<file path="config.mk">
export PLATFORM = sky130hd
export DESIGN_NAME = lockstep_chan_cmp
export DESIGN_NICKNAME = d
export VERILOG_FILES = /design/src/rtl/lockstep_pkg.sv /design/src/rtl/lockstep_chan_cmp.sv
export SDC_FILE = /design/constraint.sdc
export NUM_CORES = 1
export LEC_CHECK = 0
export CORE_AREA = 4 4 41 43
export DETAILED_ROUTE_END_ITERATION = 8
export DIE_AREA = 0 0 45 47
export PLACE_DENSITY_LB_ADDON = 0.1
export SYNTH_ARGS = -nofsm -noshare
export SYNTH_HDL_FRONTEND = slang
export SYNTH_SLANG_ARGS = --single-unit
export TNS_END_PERCENT = 30
</file>
<file path="constraint.sdc">
create_clock -name vclk -period 2.4
set_input_delay 0.6 -clock vclk [all_inputs]
set_output_delay 0.6 -clock vclk [all_outputs]
set_load 0.005 [all_outputs]
</file>
<file path="src/rtl/lockstep_pkg.sv">
// Shared state type and constants for the lockstep counter checker.
package lockstep_pkg;

    typedef enum logic [1:0] {
        IDLE = 2'd0,
        RUN  = 2'd1,
        DONE = 2'd2
    } lockstep_state_t;

    localparam int ERR_CNT_W = 16;

endpackage

</file>
<file path="src/rtl/lockstep_chan_cmp.sv">
// One observed channel compared against the reference counter; a lag-1 channel
// follows the previous reference value and has nothing to compare in cycle 0.
module lockstep_chan_cmp
    import lockstep_pkg::*;
#(
    parameter int WIDTH = 8
) (
    input  logic [WIDTH-1:0] obs,
    input  logic [WIDTH-1:0] ref_count,
    input  logic [WIDTH-1:0] ref_prev,
    input  logic             lag,
    input  logic             first_cycle,
    output logic             mismatch
);

    assign mismatch = lag ? (!first_cycle && (obs != ref_prev))
                          : (obs != ref_count);

endmodule

</file>
==> results.txt, run 1 <==
min-delay worst type = input pin to primary output
Critical Path Start Type = input pin
WL met3 = 48 um
Critical-path top delay cell = clkdlybuf4s50_1
port buffer count = 27
Avg Synthesized Cell Area = 7.72 um^2
outcome = completed
Post-Route M1 WL = 261 um
Crit path max-delay family = buffers and inverters
final hold slack = 1.82 ns
final setup margin = 0.175 ns
delay of the slowest cell on the worst path = 0.47 ns
Power Total = 74.1 uW
Placed Area = 474 um^2
fillers = 146
Setup Buffers After CTS = 0
uppermost layer routed = met3
ant diodes = 0
relative slew slack = 89.3%
std cell rows = 13
layout net count = 79
cells along the critical path = clkdlybuf4s50_1 -> xnor2_1 -> nand4_1 -> o21ai_1 -> o21ai_1 -> clkbuf_2
DR vias = 255
met2 routed WL = 351 um
DRC Markers = 0
Final setup viols = 0
Die H = 47 um
required time worst endpoint = 1.80 ns
post-route ant nets = 0
hold path endpoint = mismatch
register area share after synthesis = 0%
grt total ovfl = 0
Syn. warnings = 0
Post-CTS Hold Fix Bufs = 0
critical path peak fanout = 1
CP endpoint kind = primary output
Syn Inst Count = 24
Hold Violations, Final = 0
# IOs = 27
Reg area = 0 um^2
initial antenna violation count = 0
DR pass1 iterations = 1
Distinct cells, synth = 5
Place WS = -0.231 ns
Total GRT Usage = 6.61%
worst hold start = obs[3]
pin count of the biggest net entering global routing = 3
most frequent CP cell = o21ai_1
Max-cap violations = 0
via density per instance = 3.86
minimum clock period = 2.22 ns
syn_nets = 50
Initial DRC Count = 0
period utilization = 92.7%
Starting Density = 14.2%
Slew Viols, Final = 0
Core Region = 1300 um^2
Mapped Area = 185 um^2
drt wl/cell = 10.0 um
synth-to-layout area growth = 148%
Pwr per Cell Area = 161 nW/um^2
vias in the first global route = 307
Final Wtd Congestion = 0.725
Max Freq = 0.449 GHz
Peak VDD IR = 50.2 uV
Final TNS setup = 0 ns
unrepaired setup endpoints after global routing = false
FFs & Latches = 0
post-route cell area = 459 um^2
arrival time worst endpoint = 1.62 ns
full die area = 2120 um^2
CP bufs+invs = 2
Crit Path Category = input pin to primary output
Layout clock buffers = 0
hold path cells = 6
P_leak = 0.156 nW
chip width = 45 um
first-pass GRT wire length = 1110 um
footprint of the multi-input gates = 185 um^2
Tightest Pin Transition = 0.159 ns
routed wire length = 660 um
fraction of layout cells with a size suffix above 1 = 1.96%
==> synthesized netlist by cell type (all sizes together) <==
cell type / count / area share (%)
xnor2: 16 / 76
nand4: 4 / 14
o21ai: 2 / 5.4
nor2: 1 / 2.0
nor2b: 1 / 3.4
==> cell usage in the layout (no fill, tap or decap) <==
cell / synthesis / layout
nor2b_1: 1 / 1
clkdlybuf4s50_1: 0 / 18
o21ai_1: 2 / 2
clkbuf_2: 0 / 1
dlygate4sd2_1: 0 / 8
nor2_1: 1 / 1
nand4_1: 4 / 4
xnor2_1: 16 / 16
==> worst min-delay path: cells and delay by family <==
kind | cells | cell delay [ns]
simple gates | 1 | 0.07
xor+xnor | 1 | 0.07
compound gates | 2 | 0.12
buf+inv | 2 | 0.36
==> kinds of logic after synthesis <==
family | count (synthesis) | share of synthesized area (%)
xor+xnor | 16 | 75.7
compound gates | 2 | 5.41
simple gates | 6 | 18.9
==> layout make-up <==
cell class                 instances  share of cell area (%)
tap                               15                    4.09
timing repair buffer              27                    55.6
multi-input combinational         24                    40.3
==> routing by layer <==
metal	GRT usage [%]	vias to the layer above
met1	8.09	103
met3	0	0
li1	-	137
met2	13.6	15
met4	0	0
met5	0	-
==> report_power, final <==
group / total [mW] / switching (mW) / internal (mW)
Clock: 0 / 0 / 0
Sequential: 0 / 0 / 0
Combinational: 0.0741 / 0.0218 / 0.0523
Total: 0.0741 / 0.0218 / 0.0523
==> how the worst max path moves through the flow <==
stage	slack (ns)	end	start	depth (start not counted)
after floorplan	0.78	mismatch	obs[5]	4
after global placement	-0.20	mismatch	obs[6]	6
after detailed placement	-0.23	mismatch	obs[5]	6
after CTS	0.02	mismatch	ref_prev[1]	6
after global routing	0.06	mismatch	ref_prev[3]	6
final	0.18	mismatch	ref_prev[7]	6
==> timing repair <==
item                                    CTS  global route
gates cloned                              0             0
pin swaps                                 4             3
endpoints found under the setup margin    1             1
endpoints found under the hold margin     0             0
resized for setup                         9             2
==> per-stage QoR <==
step | utilization, % | std cells
2_1_floorplan | - | 24
3_3_place_gp | 36.4 | 66
3_5_place_dp | 36.4 | 66
4_1_cts | 35.6 | 66
5_1_grt | 35.3 | 66
6_report | 35.3 | 66
Note: power is estimated with default switching activity, not from simulation.
==> run 2, diff against run 1 <==
==> constraint.sdc (replaced) <==
create_clock -name vclk -period 2.2
set_input_delay 0.55 -clock vclk [all_inputs]
set_output_delay 0.55 -clock vclk [all_outputs]
set_load 0.005 [all_outputs]
==> run 2 against run 1 <==
Against the previous run:
- global-route usage is the same
- flip-flop and latch count unchanged
- via count shrank 0.39%
==> results.txt, run 2 (synthesis results as in run 1) <==
drt wl/cell = 10.2 um (+2.4%)
period utilization = 95.2%
unrepaired setup endpoints after global routing = false
DR vias = 254 (-0.39%)
critical path peak fanout = 1 (unchanged)
port buffer count = 27 (unchanged)
Layout clock buffers = 0 (unchanged)
synth-to-layout area growth = 159%
fraction of layout cells with a size suffix above 1 = 1.96% (unchanged)
layout net count = 79 (unchanged)
initial antenna violation count = 0 (unchanged)
switching share of power = 30.4% (+0.97 points)
CP endpoint kind = primary output
vias in the first global route = 307 (unchanged)
via density per instance = 3.85 (-0.39%)
required time worst endpoint = 1.65 ns (-0.15 ns)
Core Region = 1300 um^2 (unchanged)
Power Total = 78.6 uW (+6.0%)
Peak VDD IR = 52.4 uV (+4.4%)
pin count of the biggest net entering global routing = 3 (unchanged)
ant diodes = 0 (unchanged)
commonest non-fill, non-tap cell in the layout = xnor2_1
Final Wtd Congestion = 0.725 (unchanged)
Total GRT Usage = 6.61% (unchanged)
P_sw = 23.9 uW (+9.5%)
Reg area = 0 um^2 (unchanged)
Hold Violations, Final = 0 (unchanged)
Placed Area = 474 um^2 (unchanged)
Sequential Power Share = 0% (unchanged)
combinational power share = 100.0% (about the same)
DR pass1 iterations = 1 (unchanged)
Slew Viols, Final = 0 (unchanged)
FFs & Latches = 0 (unchanged)
first-pass GRT wire length = 1110 um (unchanged)
full die area = 2120 um^2 (unchanged)
Pwr per Cell Area = 164 nW/um^2 (+1.6%)
outcome = completed
arrival time worst endpoint = 1.55 ns (-0.07 ns)
routed wire length = 676 um (+2.4%)
Final setup viols = 0 (unchanged)
most frequent cells in the layout = 16 x xnor2_1, 10 x clkdlybuf4s50_1, 8 x dlygate4sd2_1, 8 x dlymetal6s2s_1, 4 x nand4_1
min-delay worst type = input pin to primary output
Post-CTS Hold Fix Bufs = 0 (unchanged)
P_leak = 0.229 nW (+46%)
Max Freq = 0.477 GHz
Crit Path Category = input pin to primary output
chip width = 45 um (unchanged)
DRC Markers = 0 (unchanged)
minimum clock period = 2.10 ns
Final TNS setup = 0 ns (unchanged)
grt total ovfl = 0 (unchanged)
Tightest Pin Transition = 0.159 ns (+0.000675 ns)
Initial DRC Count = 0 (unchanged)
Starting Density = 14.2% (unchanged)
Max-cap violations = 0 (unchanged)
Critical Path Start Type = input pin
Pint = 54.7 uW (+4.6%)
post-route cell area = 479 um^2 (+4.4%)
relative slew slack = 89.3% (about the same)
post-route ant nets = 0 (unchanged)
Clk network pwr share = 0% (unchanged)
std cell rows = 13 (unchanged)
# IOs = 27 (unchanged)
Die H = 47 um (unchanged)
[run 2: changes by cell type in the layout (fill, tap and decap cells not counted), sizes merged]
cell	delta
dlymetal6s2s	+8
buf	+1
clkdlybuf4s50	-8
clkbuf	-1
[run 2: power by group through the flow]
| stage | registers (mW) | clock network [mW] | logic (mW) |
|---|---|---|---|
| final | 0 | 0 | 0.0786 |
| after CTS | 0 | 0 | 0.0821 |
| after floorplan | 0 | 0 | 0.0298 |
| after global routing | 0 | 0 | 0.0859 |
| after detailed placement | 0 | 0 | 0.0882 |
| after global placement | 0 | 0 | 0.0875 |
[run 2: per-stage QoR]
stage                     util, %  setup slack [ns]  hold slack (ns)  cells
after floorplan                 -             0.678             1.16     24
final                        36.8             0.105             1.56     66
after CTS                    35.3            0.0570             1.74     66
after global routing         36.8           0.00515             1.65     66
after detailed placement     36.4            -0.331             2.08     66
after global placement       36.4            -0.300             2.07     66
[run 2: area by class of cell]
class | instances | area, um^2
Fill cell | 140 | 822
Tap cell | 15 | 18.8
Multi-Input combinational cell | 24 | 185
Timing Repair Buffer | 27 | 275
[run 2: repair_timing]
action                                  in CTS  in global routing
setup buffers                                0                  0
pin swaps                                    4                 10
resized for setup                           12                  8
endpoints found under the setup margin       1                  1
[run 2: worst paths after layout]
kind	slack, ns	startpoint	cells past startpoint	to
max	0.10	ref_count[7]	6	mismatch
min	1.56	ref_prev[3]	6	mismatch
[run 2: worst max-delay path, stage by stage]
cell and delay, ns:
clkdlybuf4s50_1 0.47, xnor2_1 0.12, nand4_1 0.11, nor2_1 0.12, o21ai_1 0.06, buf_2 0.12
[run 2: per-layer routing]
layer / share of wire [%] / routed length (um) / global-route usage, % / up-vias
li1: - / - / - / 136
met1: 39 / 264 / 8.09 / 103
met2: 53 / 358 / 13.6 / 15
met3: 7.8 / 53 / 0 / 0
met4: 0 / 0 / 0 / 0
met5: 0 / 0 / 0 / -
==> RTL change, RTL diff (settings of run 1) <==
Change the parameter `WIDTH` from 8 to 9.
--- a/src/rtl/lockstep_chan_cmp.sv
+++ b/src/rtl/lockstep_chan_cmp.sv
@@ -3,7 +3,7 @@
 module lockstep_chan_cmp
     import lockstep_pkg::*;
 #(
-    parameter int WIDTH = 8
+    parameter int WIDTH = 9
 ) (
     input  logic [WIDTH-1:0] obs,
     input  logic [WIDTH-1:0] ref_count,
Ports: changed (resized obs, ref_count and ref_prev); port bits go from 27 to 30. The function was not compared with the original's and may differ.
==> RTL change against run 1 <==
- setup slack lost 49 ps
- critical path depth shrank 1
- power grew 11%
- routed wire length grew 17%
- design area grew 23%
- combinational power grew 11%
- highest routed layer unchanged
- die area is the same
- largest power group unchanged
- worst hold slack lost 74 ps
- synthesized area grew 14%
==> RTL change: results (changes against run 1) <==
Worst path slowest cell=clkdlybuf4s50_1; Leak=0.305 nW (+95%); uppermost routed layer=met3; layout cells sized above 1=0.0714 (+0.0518); initial antenna violation count=0 (unchanged); n_diodes=0 (unchanged); antenna-violating nets left=0 (unchanged); CP top delay family=buffers and inverters; Placed Instance Area=531 sq um (+12%); DP HPWL=725 um; Seq/Total Area, Yosys=0 (unchanged); Placed Cells=71 (+7.6%); met1 GRT Util=0.0697 (-0.0112); synthesized instance count=26 (+8.3%); largest net degree at the start of global routing=3 (unchanged); synth unique cells=8 (+3); final net count=87 (+10%); CP peak stage delay=410 ps (-60 ps); synth warn=0 (unchanged); met3 wire length=66 um (+38%); clock buf count=0 (unchanged); CP arrival=1670 ps (+50 ps); port buffer count=30 (+11%); DR WL/cell=10.9 um (+9.2%); wl on met1=271 um (+3.8%); Max IR drop VDD=0.0525 mV (+4.6%); crit path max fanout=1 (unchanged); first-pass GRT wire length=945 um (-15%); Setup Slack @ Placement=-467 ps (-236 ps); met3 GRT Util=0.00383 (+0.00383); sequential cells=0 (unchanged); actual slew at the worst max-slew pin=212 ps (+53.1 ps); status=finished, final reports clean; net count after synthesis=55 (+10%); Post-synth top cells=14 x xnor2_1, 4 x xor2_1, 2 x nand3_1, 2 x nand4_1; met2 GRT Util=0.119 (-0.0169); vias in the first global route=234 (-24%); Hold Path Class=input port to output pin; main area contributors after synthesis=xnor2_1 58%, xor2_1 17%, nand4_1 5.9%, nor4_2 5.9%, nand3_1 4.7%; Setup CP Type=input port to output pin; DR iter-0 viols=0 (unchanged); GP Congestion=0.619 (-15%); GRT Overall Usage=0.0582 (-0.00787); WL final=775 um (+17%); wire length on met2=436 um (+24%); First-pass DRT Iterations=1 (unchanged); via count=280 (+9.8%)
-- RTL change: cell families after synthesis --
group,Yosys count,synth area share
AOI/OAI and AO/OA,1,0.0296
and+or+nand+nor,7,0.225
xor gates and xnor gates,18,0.746
-- RTL change: repair_timing --
item	in CTS	in global routing
pin swaps	7	17
hold endpoints to repair	0	0
gates resized for setup	13	15
buffers inserted	0	0
setup endpoints to repair	1	1
-- RTL change: power breakdown --
group / switching, mW / total [mW] / internal [mW]
Combinational: 0.0268 / 0.0821 / 0.0553
Clock: 0 / 0 / 0
Sequential: 0 / 0 / 0
-- RTL change: path summary, 6_finish.rpt --
path                     start        to  slack, ps  depth (start not counted)
setup / recovery  ref_count[5]  mismatch        130                          5
hold / removal    ref_count[4]  mismatch       1750                          6
-- RTL change: final cells by class --
cell class | count | area (sq um)
fillers | 155 | 738
well taps | 15 | 18.8
multi-input cells | 26 | 225
repair buffers | 30 | 319
